## src/rtl/axi_pkg.sv

```systemverilog
// Shared AXI encodings, width constants and the single-beat master FSM state type.
package axi_pkg;

  localparam int unsigned AxiLenW   = 4;
  localparam int unsigned AxiSizeW  = 3;
  localparam int unsigned AxiBurstW = 2;
  localparam int unsigned AxiRespW  = 2;

  localparam logic [AxiBurstW-1:0] AxiBurstFixed = 2'd0;
  localparam logic [AxiBurstW-1:0] AxiBurstIncr  = 2'd1;

  localparam logic [AxiRespW-1:0] AxiRespOkay   = 2'd0;
  localparam logic [AxiRespW-1:0] AxiRespExOkay = 2'd1;
  localparam logic [AxiRespW-1:0] AxiRespSlvErr = 2'd2;
  localparam logic [AxiRespW-1:0] AxiRespDecErr = 2'd3;

  typedef enum logic [2:0] {
    StIdle,
    StRdAddr,
    StRdData,
    StWrAddrData,
    StWrResp,
    StErrRsp
  } mst_state_e;

  // True when the size is supported (1, 2 or 4 bytes) and the address is naturally aligned.
  function automatic logic req_aligned(input logic [1:0] addr_lsb, input logic [2:0] size);
    case (size)
      3'd0:    return 1'b1;
      3'd1:    return ~addr_lsb[0];
      3'd2:    return addr_lsb == 2'b00;
      default: return 1'b0;
    endcase
  endfunction

endpackage

```

## src/rtl/axi_single_beat_master.sv

```systemverilog
// One-outstanding request port to single-beat AXI read/write master with a registered
// one-cycle response pulse; misaligned requests are answered locally with an error.
module axi_single_beat_master
  import axi_pkg::*;
#(
  parameter int unsigned     ID_W      = 4,
  parameter int unsigned     ADDR_W    = 32,
  parameter int unsigned     DATA_W    = 32,
  parameter logic [ID_W-1:0] MASTER_ID = '0
) (
  input  logic                  ACLK,
  input  logic                  ARESETn,
  input  logic                  req_valid,
  output logic                  req_ready,
  input  logic                  req_write,
  input  logic [ADDR_W-1:0]     req_addr,
  input  logic [2:0]            req_size,
  input  logic [DATA_W-1:0]     req_wdata,
  input  logic [DATA_W/8-1:0]   req_wstrb,
  output logic                  rsp_valid,
  output logic [DATA_W-1:0]     rsp_rdata,
  output logic                  rsp_err,
  output logic [ID_W-1:0]       AWID,
  output logic [ADDR_W-1:0]     AWADDR,
  output logic [AxiLenW-1:0]    AWLEN,
  output logic [AxiSizeW-1:0]   AWSIZE,
  output logic [AxiBurstW-1:0]  AWBURST,
  output logic                  AWVALID,
  input  logic                  AWREADY,
  output logic [DATA_W-1:0]     WDATA,
  output logic [DATA_W/8-1:0]   WSTRB,
  output logic                  WLAST,
  output logic                  WVALID,
  input  logic                  WREADY,
  input  logic [ID_W-1:0]       BID,
  input  logic [AxiRespW-1:0]   BRESP,
  input  logic                  BVALID,
  output logic                  BREADY,
  output logic [ID_W-1:0]       ARID,
  output logic [ADDR_W-1:0]     ARADDR,
  output logic [AxiLenW-1:0]    ARLEN,
  output logic [AxiSizeW-1:0]   ARSIZE,
  output logic [AxiBurstW-1:0]  ARBURST,
  output logic                  ARVALID,
  input  logic                  ARREADY,
  input  logic [ID_W-1:0]       RID,
  input  logic [DATA_W-1:0]     RDATA,
  input  logic [AxiRespW-1:0]   RRESP,
  input  logic                  RLAST,
  input  logic                  RVALID,
  output logic                  RREADY
);

  mst_state_e            state_q, state_d;
  logic [ADDR_W-1:0]     addr_q, addr_d;
  logic [2:0]            size_q, size_d;
  logic [DATA_W-1:0]     wdata_q, wdata_d;
  logic [DATA_W/8-1:0]   wstrb_q, wstrb_d;
  logic                  aw_done_q, aw_done_d;
  logic                  w_done_q, w_done_d;
  logic                  rd_err_q, rd_err_d;
  logic                  rsp_valid_q, rsp_valid_d;
  logic                  rsp_err_q, rsp_err_d;
  logic [DATA_W-1:0]     rsp_rdata_q, rsp_rdata_d;

  always_ff @(posedge ACLK or negedge ARESETn) begin
    if (!ARESETn) begin
      state_q     <= StIdle;
      addr_q      <= '0;
      size_q      <= '0;
      wdata_q     <= '0;
      wstrb_q     <= '0;
      aw_done_q   <= 1'b0;
      w_done_q    <= 1'b0;
      rd_err_q    <= 1'b0;
      rsp_valid_q <= 1'b0;
      rsp_err_q   <= 1'b0;
      rsp_rdata_q <= '0;
    end else begin
      state_q     <= state_d;
      addr_q      <= addr_d;
      size_q      <= size_d;
      wdata_q     <= wdata_d;
      wstrb_q     <= wstrb_d;
      aw_done_q   <= aw_done_d;
      w_done_q    <= w_done_d;
      rd_err_q    <= rd_err_d;
      rsp_valid_q <= rsp_valid_d;
      rsp_err_q   <= rsp_err_d;
      rsp_rdata_q <= rsp_rdata_d;
    end
  end

  always_comb begin
    state_d     = state_q;
    addr_d      = addr_q;
    size_d      = size_q;
    wdata_d     = wdata_q;
    wstrb_d     = wstrb_q;
    aw_done_d   = aw_done_q;
    w_done_d    = w_done_q;
    rd_err_d    = rd_err_q;
    rsp_valid_d = 1'b0;
    rsp_err_d   = 1'b0;
    rsp_rdata_d = '0;
    unique case (state_q)
      StIdle: begin
        if (req_valid) begin
          addr_d    = req_addr;
          size_d    = req_size;
          wdata_d   = req_wdata;
          wstrb_d   = req_wstrb;
          aw_done_d = 1'b0;
          w_done_d  = 1'b0;
          rd_err_d  = 1'b0;
          if (!req_aligned(req_addr[1:0], req_size)) begin
            state_d = StErrRsp;
          end else begin
            state_d = req_write ? StWrAddrData : StRdAddr;
          end
        end
      end
      StRdAddr: begin
        if (ARREADY) state_d = StRdData;
      end
      StRdData: begin
        if (RVALID) begin
          // Error is sticky so that any premature non-last beat poisons the response.
          rd_err_d = rd_err_q | (RRESP != AxiRespOkay) | (RID != MASTER_ID) | ~RLAST;
          if (RLAST) begin
            state_d     = StIdle;
            rsp_valid_d = 1'b1;
            rsp_err_d   = rd_err_d;
            rsp_rdata_d = rd_err_d ? '0 : RDATA;
          end
        end
      end
      StWrAddrData: begin
        aw_done_d = aw_done_q | AWREADY;
        w_done_d  = w_done_q | WREADY;
        if (aw_done_d && w_done_d) state_d = StWrResp;
      end
      StWrResp: begin
        if (BVALID) begin
          state_d     = StIdle;
          rsp_valid_d = 1'b1;
          rsp_err_d   = (BRESP != AxiRespOkay) | (BID != MASTER_ID);
        end
      end
      StErrRsp: begin
        state_d     = StIdle;
        rsp_valid_d = 1'b1;
        rsp_err_d   = 1'b1;
      end
      default: state_d = StIdle;
    endcase
  end

  assign req_ready = (state_q == StIdle);
  assign rsp_valid = rsp_valid_q;
  assign rsp_err   = rsp_err_q;
  assign rsp_rdata = rsp_rdata_q;

  assign AWID    = MASTER_ID;
  assign AWADDR  = addr_q;
  assign AWLEN   = '0;
  assign AWSIZE  = size_q;
  assign AWBURST = AxiBurstIncr;
  assign AWVALID = (state_q == StWrAddrData) && !aw_done_q;

  assign WDATA  = wdata_q;
  assign WSTRB  = wstrb_q;
  assign WLAST  = 1'b1;
  assign WVALID = (state_q == StWrAddrData) && !w_done_q;

  assign BREADY = (state_q == StWrResp);

  assign ARID    = MASTER_ID;
  assign ARADDR  = addr_q;
  assign ARLEN   = '0;
  assign ARSIZE  = size_q;
  assign ARBURST = AxiBurstIncr;
  assign ARVALID = (state_q == StRdAddr);

  assign RREADY = (state_q == StRdData);

endmodule

```

## config.mk

```make
export PLATFORM = sky130hd
export DESIGN_NAME = axi_single_beat_master
export DESIGN_NICKNAME = d
export VERILOG_FILES = /design/src/rtl/axi_pkg.sv /design/src/rtl/axi_single_beat_master.sv
export SDC_FILE = /design/constraint.sdc
export NUM_CORES = 1
export LEC_CHECK = 0
export ABC_AREA = 1
export BUFFER_PORTS_ARGS = -buffer_cell sky130_fd_sc_hd__buf_2
export CAP_MARGIN = 20
export CORE_MARGIN = 3
export CORE_UTILIZATION = 30
export CTS_BUF_LIST = sky130_fd_sc_hd__clkbuf_8 sky130_fd_sc_hd__clkbuf_16
export DETAILED_ROUTE_END_ITERATION = 8
export HOLD_SLACK_MARGIN = 0.02
export PLACE_DENSITY = 0.55
export SETUP_SLACK_MARGIN = 0.15
export SLEW_MARGIN = 20
export SYNTH_ARGS = -nofsm -noshare
export SYNTH_HDL_FRONTEND = slang
export SYNTH_SLANG_ARGS = --single-unit
```

## constraint.sdc

```tcl
create_clock -name ACLK -period 3.8 [get_ports ACLK]
set_clock_uncertainty 0.1 [all_clocks]
set_input_delay 0.38 -clock ACLK [delete_from_list [all_inputs] [get_ports ACLK]]
set_output_delay 0.38 -clock ACLK [all_outputs]
set_load 0.1 [all_outputs]
```

==> flow_metrics.env, run 1 <==
export IMPL_outcome="completed"
export IMPL_vias=4043
export IMPL_worst_setup_path_type="flop to primary output"
export IMPL_worstMarginPinSlew_ps=791
export IMPL_finalMaxSlewViolations=0
export IMPL_hp_class="input port to asynchronous set/reset pin"
export IMPL_cts_buffers=9
export IMPL_io_pins=292
export IMPL_hold_buffers=0
export IMPL_dr_first_iter_drc_count=106
export IMPL_crit_path_max_fanout=4
export IMPL_syn2layout_area_growth_pct=30.7
export IMPL_rr_worst_depth=7
export IMPL_grt_pass1_vias=3839
export IMPL_whs_ps=9.37
export IMPL_hold_viol=0
export IMPL_grt_busiest_layer="met2"
export IMPL_die_w_um=132
export IMPL_floorplan_initialDensity_pct=31.0
export IMPL_critPathSlowestCell="buf_2"
export IMPL_clkSlewWorstSetupHoldPaths_ps=80
export IMPL_most_common_layout_cells="buf_2 (269), nand2_1 (265), dfrtp_1 (111), nor2_1 (46), conb_1 (21)"
export IMPL_fin_crit_sh_pct=57.3
export IMPL_avgSynthCellArea_um2=8.64
export IMPL_grt_pass1_wl_um=20100
export IMPL_r2r_setup_slack_ps=1840
export IMPL_worstReg2RegEnd="ARADDR[12]$_DFFE_PN0P_"
export IMPL_critical_path_max_stage_delay_ps=430
export IMPL_ys_types=18
export IMPL_synth_area_top_cells="dfrtp_1 (59%), nand2_1 (21%), buf_4 (9.5%)"
export IMPL_slew_headroom_pct=47.2
export IMPL_rsz0062_at_grt="false"
export IMPL_wl_um=12700
export IMPL_pre_cts_ws_ps=1810
export IMPL_yosysSeqAreaShare_pct=58.6
export IMPL_antenna_found_initial=0
export IMPL_grtUsageMet1_pct=17.4
export IMPL_grtUsageMet3_pct=4.98
export IMPL_hpwl_um=9340
export IMPL_row_count=45
export IMPL_wire_per_inst_um=12.8
export IMPL_drt_first_pass_iters=5
export IMPL_end_kind="primary output"
export IMPL_cts_root_buf="clkbuf_16"
export IMPL_drv_cap=0
export IMPL_cp_common_cell="nor2_1"
export IMPL_yosysTopAreaCellShare_pct=58.6
export IMPL_clock_latency_ps=350
export IMPL_synth_largest_area_cell="dfrtp_1"
export IMPL_grt_start_max_net_pins=71
export IMPL_fin_crit_ps=2180
export IMPL_crit_start="state_q[1]$_DFFE_PN0P_"
export IMPL_synth_seq_cells=111
export IMPL_fmax_mhz=459
export IMPL_utilization_pct=40.5
export IMPL_cts_tree="built"
export IMPL_via_per_inst=4.08
export IMPL_met2_usage_pct=23.7
export IMPL_path_cells="nand2_1, nor2_1, inv_1, nor2_1, buf_2"
export IMPL_globalplace_congestion=0.813
export IMPL_start_kind="flop"
export IMPL_synth_cells=549
export IMPL_dieArea_mm2=0.0174
export IMPL_cts_sinks=111
export IMPL_ant_nets=0
export IMPL_port_buffer_count=270
export IMPL_required_ps=3320
export IMPL_fin_ws_ps=1620
export IMPL_postCtsSetupBuffers=0
export IMPL_die_height_um=132
export IMPL_cp_arrival_ps=1700
export IMPL_cts_htree_levels=3
export IMPL_fillCellCount=1656
export IMPL_setup_tns_final_ps=0
export IMPL_r2r_start="state_q[2]$_DFFE_PN0P_"
export IMPL_grt_use_total_pct=14.5
export IMPL_cts_buffer_depth=2
export IMPL_core_area_mm2=0.0153
export IMPL_ctsResizeCount=0
export IMPL_overflow=0
export IMPL_final_common_cell="buf_2"
export IMPL_synth_area_mm2=0.00474
export IMPL_setup_violations_final=0
export IMPL_ys_warn_count=0
export IMPL_drive_gt1_share_pct=37.8
export IMPL_drc=0
export IMPL_nets=900
export IMPL_diodes=0
-- worst max-delay path by stage --
stage	endpoint	slack, ps	cells after the start
6_report	WVALID	1620	5
5_1_grt	AWVALID	1480	5
4_1_cts	WVALID	1570	5
3_5_place_dp	ARADDR[12]$_DFFE_PN0P_	1810	7
3_3_place_gp	ARADDR[12]$_DFFE_PN0P_	1810	7
2_1_floorplan	AWVALID	1370	3
-- stage by stage --
step | area, um2 | instances
6_report | 6200 | 991
5_1_grt | 6200 | 991
4_1_cts | 6190 | 991
3_5_place_dp | 5910 | 975
3_3_place_gp | 5910 | 975
2_1_floorplan | 4810 | 568
-- state kept, by name (all words and copies together) (netlist names) --
name	count
rd_err_q	1
state_q	3
WDATA	32
rsp_rdata	32
rsp_err	1
aw_done_q	1
ARSIZE	3
w_done_q	1
WSTRB	4
ARADDR	32
rsp_valid	1
-- layer usage --
metal | part of all wire (%) | up-vias
met5 | 0 | -
met4 | 2.6 | 0
met3 | 9.0 | 18
met2 | 48 | 184
met1 | 41 | 1820
li1 | - | 2021
-- kinds of logic (layout without fill, tap and decap cells) --
group                  after synthesis  in the layout  synth area share (%)
flip-flops                         111            111                  58.6
other                                2             21                 0.158
AO/OA/AOI/OAI                        8              8                 0.923
AND/OR/NAND/NOR                    330            330                  26.9
buffers and inverters               98            310                  13.4
-- critical path, delay by kind of cell (launching register included) --
kind / cells / cell delay (ps)
DFF: 1 / 420
buffers and inverters: 2 / 540
and+or+nand+nor: 3 / 390
-- cell type report --
class                   instances  area, um2  area share (%)
clock buffers                  10        239            3.86
clock inverters                 6       45.0           0.727
inverters                      21       78.8            1.27
multi-input cells             359       1400            22.6
flip-flops and latches        111       2780            44.8
well taps                     211        264            4.26
repair buffers                273       1390            22.4
-- cells in the mapped netlist --
cell      number
o221ai_1       1
nand2_1      266
inv_1         19
o21ai_0        7
conb_1         2
nor2_2         1
and2_1         1
nor3_1         1
nor2_1        46
inv_2          2
nand2_2        1
buf_6          4
nor2_4         2
dfrtp_1      111
nand3_1       12
buf_4         60
clkbuf_1       3
buf_2         10
Power of run 1 is left out: the tool's default activity adds up to more than one toggle a clock period on the data nets, which glitch-free logic cannot reach.
==> inputs of run 2 (changes only) <==
Settings changed: PLACE_DENSITY 0.55 to 0.58.
Clock period 3.8 ns to 1.9 ns, I/O delays scaled along.
==> flow_metrics.env, run 2 (same netlist as run 1, synthesis figures left out) <==
export IMPL_via_per_inst=4.09
export IMPL_hold_viol=0
export IMPL_hpwl_um=9790
export IMPL_wire_per_inst_um=12.7
export IMPL_vias=4511
export IMPL_row_count=45
export IMPL_grt_use_total_pct=16.1
export IMPL_most_common_layout_cells="nand2_1 (265), buf_2 (263), dfrtp_1 (110), dlygate4sd3_1 (105), nor2_1 (42)"
export IMPL_core_area_mm2=0.0153
export IMPL_cts_tree="built"
export IMPL_path_cells="nor2_2, nand2_1, inv_1, buf_8"
export IMPL_dr_first_iter_drc_count=181
export IMPL_wl_um=14000
export IMPL_finalMaxSlewViolations=0
export IMPL_required_ps=1610
export IMPL_port_buffer_count=270
export IMPL_outcome="completed"
export IMPL_cts_buffer_depth=2
export IMPL_drc=0
export IMPL_grt_start_max_net_pins=72
export IMPL_rsz0062_at_grt="true"
export IMPL_dieArea_mm2=0.0174
export IMPL_min_path_cells=4
export IMPL_cp_depth=4
export IMPL_fillCellCount=1437
export IMPL_worstMarginPinSlew_ps=526
export IMPL_ant_nets=0
export IMPL_syn2layout_area_growth_pct=58.0
export IMPL_fin_ws_ps=174
export IMPL_critPathBufInv=2
export IMPL_fin_crit_ps=1730
export IMPL_crit_path_max_fanout=4
export IMPL_cts_htree_levels=3
export IMPL_nets=1012
export IMPL_clkSlewWorstSetupHoldPaths_ps=80
export IMPL_drv_cap=0
export IMPL_die_w_um=132
export IMPL_antenna_found_initial=0
export IMPL_cts_buffers=9
export IMPL_grt_pass1_vias=4492
export IMPL_diodes=0
export IMPL_slew_headroom_pct=65.2
export IMPL_start_kind="flop"
export IMPL_drive_gt1_share_pct=34.8
export IMPL_cts_sinks=111
export IMPL_fin_crit_sh_pct=90.8
export IMPL_grt_pass1_wl_um=22700
export IMPL_critical_path_max_stage_delay_ps=420
export IMPL_critical_path_top_delay_family="flip-flops"
export IMPL_rr_worst_depth=7
export IMPL_die_height_um=132
export IMPL_floorplan_initialDensity_pct=31.0
export IMPL_cp_arrival_ps=1440
export IMPL_hp_class="input port to flop"
export IMPL_overflow=0
export IMPL_clock_latency_ps=350
export IMPL_critPathSlowestCell="dfrtp_1"
export IMPL_fmax_mhz=579
export IMPL_drt_first_pass_iters=5
export IMPL_setup_tns_final_ps=0
export IMPL_pre_cts_ws_ps=324
export IMPL_setup_violations_final=0
export IMPL_globalplace_congestion=0.775
export IMPL_io_pins=292
export IMPL_cts_root_buf="clkbuf_16"
export IMPL_worst_setup_path_type="flop to primary output"
export IMPL_end_kind="primary output"
export IMPL_final_common_cell="nand2_1"
## run 2: tightest hold or removal path, stage by stage
cell and delay, ps:
buf_2 70, inv_1 30, nand3_1 90, nand3_1 90
## run 2: metal layers
metal	global-route usage [%]	wire length, um	vias to the layer above
met5	0	0	-
met4	5.89	289	0
met3	4.13	992	21
met2	28.1	6960	193
met1	19.2	5770	2049
li1	-	-	2248
## run 2: stage by stage
| step | instance area (um2) | std cells | hold WS (ps) | util (%) |
|---|---|---|---|---|
| after floorplan | 4820 | 568 | -206 | - |
| after global placement | 6060 | 981 | 31.5 | 39.6 |
| after detailed placement | 6060 | 981 | 32.7 | 39.6 |
| after CTS | 7440 | 1102 | 48.9 | 48.6 |
| after global routing | 7490 | 1103 | 67.6 | 48.9 |
| final | 7490 | 1103 | 60.9 | 48.9 |
## run 2: cell type report
cell class              instances  area [um2]  share of cell area [%]
inverters                      21        82.6                    1.10
flip-flops and latches        111        2780                    37.1
clock buffers                  11         253                    3.37
well taps                     211         264                    3.52
clock inverters                 5        65.1                   0.868
repair buffers                385        2620                    35.0
multi-input cells             359        1430                    19.1
## run 2: repair_timing
action | in CTS | in global routing
buffers inserted | 0 | 1
gates resized for setup | 6 | 12
setup endpoints to repair | 6 | 6
pin swaps | 0 | 1
hold buffers | 105 | 0
hold endpoints to repair | 174 | 0
## run 2: final timing paths
check | from | end | slack [ps]
min reg2reg | WDATA[27]$_DFFE_PN0P_ | WDATA[27]$_DFFE_PN0P_ | 370
min in group asynchronous | ARESETn | ARADDR[26]$_DFFE_PN0P_ | 210
min | ARREADY | state_q[0]$_DFFE_PN0P_ | 60
max | state_q[1]$_DFFE_PN0P_ | BREADY | 170
max in group asynchronous | ARESETn | state_q[2]$_DFFE_PN0P_ | 900
max reg2reg | state_q[1]$_DFFE_PN0P_ | WDATA[14]$_DFFE_PN0P_ | 310
Power of run 2 is left out for the same reason.
==> inputs of run 3 (changes only) <==
Settings changed: RECOVER_POWER from default to 100.
==> flow_metrics.env, run 3 (same netlist as run 1, synthesis figures left out) <==
export IMPL_globalplace_congestion=0.775
export IMPL_vias=4519
export IMPL_setup_tns_final_ps=0
export IMPL_port_buffer_count=270
export IMPL_crit_path_max_fanout=4
export IMPL_cts_sinks=111
export IMPL_start_kind="flop"
export IMPL_io_pins=292
export IMPL_fin_crit_sh_pct=92.8
export IMPL_rsz0062_at_grt="true"
export IMPL_grt_use_total_pct=16.1
export IMPL_row_count=45
export IMPL_worst_setup_path_type="flop to primary output"
export IMPL_cts_buffers=9
export IMPL_grt_pass1_wl_um=22700
export IMPL_drt_first_pass_iters=4
export IMPL_clock_latency_ps=350
export IMPL_fmax_mhz=567
export IMPL_finalMaxSlewViolations=0
export IMPL_required_ps=1610
export IMPL_cts_tree="built"
export IMPL_drive_gt1_share_pct=34.4
export IMPL_drc=0
export IMPL_most_common_layout_cells="nand2_1 (266), clkbuf_2 (142), buf_2 (123), dfrtp_1 (111), dlygate4sd3_1 (105)"
export IMPL_clkSlewWorstSetupHoldPaths_ps=80
export IMPL_dieArea_mm2=0.0174
export IMPL_stdcell_count=1103
export IMPL_fin_crit_ps=1760
export IMPL_end_kind="primary output"
export IMPL_drv_cap=0
export IMPL_place_inst=981
export IMPL_nets=1012
export IMPL_antenna_found_initial=0
export IMPL_grt_start_max_net_pins=72
export IMPL_syn2layout_area_growth_pct=56.5
export IMPL_cts_root_buf="clkbuf_16"
export IMPL_hp_class="input port to flop"
export IMPL_diodes=0
export IMPL_slew_headroom_pct=55.6
export IMPL_setup_violations_final=0
export IMPL_fillCellCount=1448
export IMPL_floorplan_initialDensity_pct=31.0
export IMPL_cts_buffer_depth=2
export IMPL_outcome="completed"
export IMPL_dr_first_iter_drc_count=145
export IMPL_die_w_um=132
export IMPL_core_area_mm2=0.0153
export IMPL_cp_arrival_ps=1470
export IMPL_grt_pass1_vias=4492
export IMPL_final_common_cell="nand2_1"
export IMPL_wl_um=14000
export IMPL_ant_nets=0
export IMPL_worstMarginPinSlew_ps=665
export IMPL_die_height_um=132
export IMPL_cts_htree_levels=3
export IMPL_wire_per_inst_um=12.7
export IMPL_hpwl_um=9790
export IMPL_overflow=0
export IMPL_hold_viol=0
export IMPL_via_per_inst=4.10
==> run 3: cell types whose count changed in the layout (fill, tap and decap cells not counted), sizes merged <==
cell and change:
buf -146, clkbuf +146
==> run 3: metal layers <==
layer | up-vias | wire length, um | share of wire (%) | GRT usage [%]
met4 | 0 | 301 | 2.1 | 5.89
met1 | 2062 | 5750 | 41 | 19.2
met3 | 23 | 952 | 6.8 | 4.13
li1 | 2249 | - | - | -
met5 | - | 0 | 0 | 0
met2 | 185 | 7010 | 50 | 28.1
==> run 3: area by class of cell <==
class | count | area (um2) | area share, %
Inverter | 21 | 82.6 | 1.11
Sequential cell | 111 | 2780 | 37.4
Clock buffer | 11 | 253 | 3.41
Timing Repair Buffer | 385 | 2550 | 34.4
Tap cell | 211 | 264 | 3.56
Clock inverter | 5 | 65.1 | 0.877
Multi-Input combinational cell | 359 | 1430 | 19.2
==> run 3: worst paths after layout <==
path	startpoint	end	slack [ps]	depth (start not counted)
min in group asynchronous	ARESETn	ARADDR[26]$_DFFE_PN0P_	320	2
worst min-delay path	ARREADY	state_q[0]$_DFFE_PN0P_	60	4
worst min register to register	WDATA[24]$_DFFE_PN0P_	WDATA[24]$_DFFE_PN0P_	370	2
worst max-delay path	state_q[1]$_DFFE_PN0P_	BREADY	140	4
worst max register to register	state_q[1]$_DFFE_PN0P_	w_done_q$_DFFE_PN0P_	190	5
max in group asynchronous	ARESETn	ARADDR[14]$_DFFE_PN0P_	340	3
==> run 3: critical path, stage by stage (launching register included) <==
cell	delay, ps
dfrtp_1	430
nor2_2	190
nand2_1	110
inv_1	100
buf_4	290
==> run 3: per-stage QoR <==
step	setup WS, ps	area (um2)	util, %	hold WS (ps)
floorplan	100	4820	-	-206
global placement	371	6060	39.6	31.5
detailed placement	324	6060	39.6	32.7
CTS	109	7440	48.6	48.9
global route	65.5	7420	48.4	67.6
finish	137	7420	48.4	61.1
==> run 3: timing repair <==
action / 4_1_cts / 5_1_grt
endpoints found under the setup margin: 6 / 6
pin swaps: 0 / 1
hold buffers: 105 / 0
cloned: 0 / 0
buffers inserted: 0 / 1
resized for setup: 6 / 12
hold endpoints to repair: 174 / 0
Power of run 3 is left out for the same reason.
